$ cat src/rtl/load_aligner_pkg.sv
// Shared rv32i types for the load data path: load width encoding,
// aligner FSM states, and the byte-size helper for a load width.
package rv32i;

  typedef enum logic [2:0] {
    MASK_B  = 3'd0,
    MASK_H  = 3'd1,
    MASK_W  = 3'd2,
    MASK_BX = 3'd4,
    MASK_HX = 3'd5
  } reg_mask_e;

  typedef enum logic [2:0] {
    ST_IDLE = 3'd0,
    ST_RD0  = 3'd1,
    ST_WT0  = 3'd2,
    ST_RD1  = 3'd3,
    ST_WT1  = 3'd4,
    ST_RESP = 3'd5
  } load_state_e;

  // Bytes touched by a load; full-word loads and unknown encodings use the
  // caller's word size.
  function automatic int unsigned mask_size(reg_mask_e m, int unsigned bytes = 4);
    case (m)
      MASK_B, MASK_BX: return 1;
      MASK_H, MASK_HX: return 2;
      default:         return bytes;
    endcase
  endfunction

endpackage

$ cat src/rtl/load_aligner_extend.sv
// Zero/sign extension of an aligned load word according to the load width.
module load_extend
  import rv32i::*;
#(
  parameter int XLEN = 32
) (
  input  logic [XLEN-1:0] i_data,
  input  reg_mask_e       i_mask,
  output logic [XLEN-1:0] o_data
);

  // Select the extension for the requested width; full words pass through.
  always_comb begin
    o_data = i_data;
    case (i_mask)
      MASK_B:  o_data = {{(XLEN-8){1'b0}},       i_data[7:0]};
      MASK_H:  o_data = {{(XLEN-16){1'b0}},      i_data[15:0]};
      MASK_BX: o_data = {{(XLEN-8){i_data[7]}},  i_data[7:0]};
      MASK_HX: o_data = {{(XLEN-16){i_data[15]}}, i_data[15:0]};
      default: o_data = i_data;
    endcase
  end

endmodule

$ cat src/rtl/load_aligner.sv
// Sequential load aligner: issues one or two word reads per load, merges the
// returned words, extends the result and hands it out with a valid/ready pair.
//
// state   | meaning
// --------+-----------------------------------------------------------
// IDLE    | ready for a new load request
// RD0     | first (or only) word read requested
// WT0     | waiting for first read data
// RD1     | second word read requested (load crosses a word boundary)
// WT1     | waiting for second read data
// RESP    | result (or fault) presented until the consumer takes it
module load_aligner
  import rv32i::*;
#(
  parameter int XLEN             = 32,
  parameter int ADDR_W           = 32,
  parameter bit ALLOW_MISALIGNED = 1'b1
) (
  input  logic              clk,
  input  logic              rst_n,
  input  logic              req_valid,
  output logic              req_ready,
  input  logic [ADDR_W-1:0] req_addr,
  input  reg_mask_e         req_mask,
  input  logic [4:0]        req_rd,
  output logic              mem_req_valid,
  input  logic              mem_req_ready,
  output logic [ADDR_W-1:0] mem_req_addr,
  input  logic              mem_rsp_valid,
  input  logic [XLEN-1:0]   mem_rsp_data,
  output logic              rsp_valid,
  input  logic              rsp_ready,
  output logic [XLEN-1:0]   rsp_data,
  output logic [4:0]        rsp_rd,
  output logic              rsp_fault
);

  localparam int unsigned BYTES = XLEN / 8;
  localparam int          OFS_W = $clog2(BYTES);

  load_state_e       r_state, w_next;
  logic [OFS_W-1:0]  r_ofs;
  reg_mask_e         r_mask;
  logic [4:0]        r_rd;
  logic              r_cross;
  logic [XLEN-1:0]   r_lo;
  logic              r_req_ready, r_mem_req_valid, r_rsp_valid, r_rsp_fault;
  logic [ADDR_W-1:0] r_mem_addr;
  logic [XLEN-1:0]   r_rsp_data;

  logic [OFS_W-1:0]  w_ofs;
  logic              w_cross, w_fault, w_accept;
  logic [XLEN-1:0]   w_lo, w_hi, w_asm, w_ext;
  logic [OFS_W+2:0]  w_sh_amt;

  assign w_accept = req_valid && r_req_ready;
  assign w_ofs    = req_addr[OFS_W-1:0];
  assign w_cross  = (32'(w_ofs) + mask_size(req_mask, BYTES)) > BYTES;
  assign w_fault  = w_cross && !ALLOW_MISALIGNED;

  // Second beat supplies the high word; a single beat shifts in zeros.
  assign w_lo     = (r_state == ST_WT1) ? r_lo : mem_rsp_data;
  assign w_hi     = (r_state == ST_WT1) ? mem_rsp_data : '0;
  assign w_sh_amt = {r_ofs, 3'b000};
  assign w_asm    = XLEN'({w_hi, w_lo} >> w_sh_amt);

  load_extend #(.XLEN(XLEN)) u_extend (
    .i_data (w_asm),
    .i_mask (r_mask),
    .o_data (w_ext)
  );

  // State register.
  always_ff @(posedge clk or negedge rst_n) begin
    if (!rst_n) r_state <= ST_IDLE;
    else        r_state <= w_next;
  end

  // Next-state decode.
  always_comb begin
    w_next = r_state;
    case (r_state)
      ST_IDLE: if (w_accept)      w_next = w_fault ? ST_RESP : ST_RD0;
      ST_RD0:  if (mem_req_ready) w_next = ST_WT0;
      ST_WT0:  if (mem_rsp_valid) w_next = r_cross ? ST_RD1 : ST_RESP;
      ST_RD1:  if (mem_req_ready) w_next = ST_WT1;
      ST_WT1:  if (mem_rsp_valid) w_next = ST_RESP;
      ST_RESP: if (rsp_ready)     w_next = ST_IDLE;
      default:                    w_next = ST_IDLE;
    endcase
  end

  // Request capture, read address sequencing and registered outputs.
  always_ff @(posedge clk or negedge rst_n) begin
    if (!rst_n) begin
      r_ofs           <= '0;
      r_mask          <= MASK_B;
      r_rd            <= '0;
      r_cross         <= 1'b0;
      r_lo            <= '0;
      r_req_ready     <= 1'b0;
      r_mem_req_valid <= 1'b0;
      r_rsp_valid     <= 1'b0;
      r_rsp_fault     <= 1'b0;
      r_mem_addr      <= '0;
      r_rsp_data      <= '0;
    end else begin
      r_req_ready     <= (w_next == ST_IDLE);
      r_mem_req_valid <= (w_next == ST_RD0) || (w_next == ST_RD1);
      r_rsp_valid     <= (w_next == ST_RESP);
      if (w_accept) begin
        r_ofs       <= w_ofs;
        r_mask      <= req_mask;
        r_rd        <= req_rd;
        r_cross     <= w_cross;
        r_mem_addr  <= {req_addr[ADDR_W-1:OFS_W], {OFS_W{1'b0}}};
        r_rsp_fault <= w_fault;
        if (w_fault) r_rsp_data <= '0;
      end
      if (r_state == ST_WT0 && mem_rsp_valid) begin
        r_lo <= mem_rsp_data;
        if (r_cross) r_mem_addr <= r_mem_addr + ADDR_W'(BYTES);
        else         r_rsp_data <= w_ext;
      end
      if (r_state == ST_WT1 && mem_rsp_valid) r_rsp_data <= w_ext;
    end
  end

  assign req_ready     = r_req_ready;
  assign mem_req_valid = r_mem_req_valid;
  assign mem_req_addr  = r_mem_addr;
  assign rsp_valid     = r_rsp_valid;
  assign rsp_data      = r_rsp_data;
  assign rsp_rd        = r_rd;
  assign rsp_fault     = r_rsp_fault;

endmodule
$ cat config.mk
export PLATFORM = sky130hd
export DESIGN_NAME = load_aligner
export DESIGN_NICKNAME = d
export VERILOG_FILES = /design/src/rtl/load_aligner_pkg.sv /design/src/rtl/load_aligner_extend.sv /design/src/rtl/load_aligner.sv
export SDC_FILE = /design/constraint.sdc
export NUM_CORES = 1
export LEC_CHECK = 0
export BUFFER_PORTS_ARGS = -buffer_cell sky130_fd_sc_hd__buf_2
export CAP_MARGIN = 5
export CORE_MARGIN = 2
export CORE_UTILIZATION = 40
export DETAILED_ROUTE_END_ITERATION = 8
export GPL_TIMING_DRIVEN = 0
export PLACE_DENSITY = 0.72
export RECOVER_POWER = 25
export SETUP_SLACK_MARGIN = 0.15
export SLEW_MARGIN = 25
export SYNTH_ARGS = -nofsm -noshare
export SYNTH_HDL_FRONTEND = slang
export SYNTH_SLANG_ARGS = --single-unit
$ cat constraint.sdc
create_clock -name clk -period 4.7 [get_ports clk]
set_clock_uncertainty 0.2 [all_clocks]
set_input_delay 0.705 -clock clk [delete_from_list [all_inputs] [get_ports clk]]
set_output_delay 0.705 -clock clk [all_outputs]
set_load 0.02 [all_outputs]
==> metrics <==
residual DRC count 0; Crit Path Class input port to async pin; syn avg cell area 9.53 um2; WL met3 1.51 mm; Hold Path Class flip-flop to flip-flop; mux share of post-synthesis cell area 15.2%; CP endpoint kind async pin; RR Endpoint mem_req_addr[18]$_DFF_PN0_; pwr/cell area 722 nW/um2; RR Startpoint r_state[0]$_DFF_PN0_; max-cap viol count 1; Clk Latency, worst-skew pair 0.42 ns; CTS Root Cell clkbuf_16; area delta synth->final 26.2%; CTS max path bufs 2; Post-Synth Simple-Gate Area 20.5%; crit-path cells clkbuf_1; HP Start r_lo[6]$_DFFE_PN0P_; vias per cell 5.61; RSZ-0062 raised after global routing no; flop2flop setup slack 1.93 ns; f_max 0.314 GHz; peak fanout along the critical path 55; VDD IR-drop max 0.432 mV; Slew headroom -102%; Synth cell types 58; clock sink count 113; vias in the first global route 5,980; Cells after Synth 679; Post-synth EDFFs 0; failing checks capacitance limit, slew limit; via count 6,042; most common cell after layout, fill and taps aside nand2_1; slowest stage cell, crit path clkbuf_1; Leak Pwr 3.69 nW; synthesized flop and latch total 113; total track usage 22.7%; routed wl met2 9.01 mm; kind of cell adding the most delay to the critical path buffers and inverters; total global routing overflow 0; cell row count 46; Final setup violation count 0; WL/cell 17.7 um; cell type with the largest total area after synthesis dfrtp_1; fin crit share 67.8%; Bufs and invs on worst path 1; Synth Area in Adders 0.889%; fraction of registers with async set/reset 100%; warnings from Yosys 0; Fin. Hold Viols 0; Arr. time, crit path 2.84 ns; IO Pins 151; Starting Density 40.9%; Yosys top cell area share 43.7%; Post-Syn Area 6470 um2; total CTS buffers 17; Die Area 17,200 um2; worst hold path endpoint r_lo[6]$_DFFE_PN0P_; Mapped Nets 761; global-route wire length before repair 31.3 mm; initial antenna violation count 1; Post-DRT Antenna Nets 0; Slowest Stage Delay on Critical Path 2.11 ns; CP Launch Type input port; CTS tree done; TNS Setup 0 ns; Metal-1 WL 8.10 mm; worst endpoint required time 4.36 ns; dominant cells by area after synthesis dfrtp_1 (44%), nand2_1 (9.2%), mux4_2 (7.7%), mux2i_1 (3.6%), mux2_2 (3.3%); min Tclk post-route 3.19 ns; status finished with violations; Reg2Reg Depth 8; Core ar. 15,800 um2; final WL 19.0 mm; Resized cells post-CTS 0; ant diodes 0; sequential area share after synthesis 43.7%; Power Total 5.90 mW; Synth Area in XOR/XNOR 0.271%; Pre-antenna DRT Iters 5; max layer used met5; First DRT Iteration DRCs 534; Die Wd 131 um; clock transition at the registers of the reported paths 0.06 ns; most frequent cells in the layout nand2_1 (158), buf_2 (155), dfrtp_1 (113); Worst-Margin Slew 3.03 ns; Die Ht 131 um; Final nets 930; layout cell share with drive strength beyond 1 29.6%; gpl congestion 0.876; CTS H-tree depth 4; max-slew violation count 55; hold path depth 2; I/O Buffers 149; CTS Hold Bufs 0; main combinational cell family by area after synthesis simple AND/OR/NAND/NOR gates; HPWL after DPL 14.0 mm; largest net degree at the start of global routing 60; post-synthesis compound-gate area fraction 15.3%; Synth Flop Type dfrtp_1; postcts setup bufs 0
[Yosys cell counts, drive strengths merged (2+ instances only)]
cell     number
a211o         2
a211oi       12
a21boi        7
a21oi        40
a22oi         7
a311oi        6
a31oi         3
and2          6
and3          8
and4          3
buf          18
clkbuf       28
dfrtp       113
ha            3
inv           6
mux2         20
mux2i        23
mux4         23
nand2       158
nand2b        5
nand3        33
nand4         3
nor2         49
nor2b         6
nor3         10
nor4          2
o2111ai       7
o211ai        6
o21a          5
o21ai        33
o22a          7
o22ai         3
o31ai         2
o32ai         6
or4           3
xor2          2
[per-layer routing]
| layer | up-vias | track usage, % |
|---|---|---|
| met5 | - | 0 |
| met4 | 2 | 8.45 |
| met3 | 38 | 5.67 |
| met2 | 292 | 36.0 |
| met1 | 2911 | 30.1 |
| li1 | 2799 | - |
[how the worst max path moves through the flow]
stage / start / to / slack, ns / cells past startpoint
2_1_floorplan: r_state[1]$_DFF_PN0_ / rsp_data[23]$_DFFE_PN0P_ / 2.35 / 7
3_3_place_gp: rst_n / mem_req_addr[31]$_DFF_PN0_ / 1.26 / 1
3_5_place_dp: mem_rsp_valid / mem_req_addr[18]$_DFF_PN0_ / 1.81 / 8
4_1_cts: r_state[0]$_DFF_PN0_ / mem_req_addr[18]$_DFF_PN0_ / 1.99 / 8
5_1_grt: rst_n / mem_req_addr[8]$_DFF_PN0_ / 0.90 / 1
6_report: rst_n / r_lo[2]$_DFFE_PN0P_ / 1.51 / 1
[report_power, final]
part | switching (mW) | leakage, nW | total (mW) | internal [mW]
Clock | 0.504 | 0.311 | 1.45 | 0.947
Sequential | 0.365 | 1.36 | 1.79 | 1.43
Combinational | 1.62 | 2.02 | 2.66 | 1.04
Total | 2.49 | 3.69 | 5.90 | 3.41
[logic make-up (layout without fill, tap and decap cells)]
| group | Yosys count | after routing |
|---|---|---|
| DFF | 113 | 113 |
| and+or+nand+nor | 290 | 290 |
| muxes | 66 | 66 |
| other | 1 | 1 |
| AOI/OAI and AO/OA | 150 | 150 |
| xor gates and xnor gates | 2 | 2 |
| adders and majority gates | 4 | 4 |
| buffers and inverters | 53 | 235 |
[per-stage QoR]
stage               setup WS (ns)  util, %  cell area [um2]  hold slack [ns]  cells
CTS                          1.99     51.7             8180           0.0644   1077
global route                0.900     51.6             8170            0.298   1077
finish                       1.51     51.6             8170            0.278   1077
global placement             1.26     47.3             7490            0.256   1044
detailed placement           1.81     47.5             7520            0.268   1045
floorplan                    2.35        -             6470            0.209    679
[state kept, by name (all words and copies together) (netlist names)]
signal and cells:
r_ofs 2, mem_req_valid 1, mem_req_addr 32, rsp_valid 1
r_state 3, r_mask 3, rsp_rd 5, r_lo 32
r_cross 1, req_ready 1, rsp_data 32
[layout make-up]
class	count	area [um2]
sequential	113	2830
buffer	46	241
tap	216	270
timing repair buffer	150	772
fill	1474	7660
multi-input combinational	513	3380
clock inverter	15	230
clock buffer	17	425
inverter	7	26.3
(Power assumes the default switching activity.)
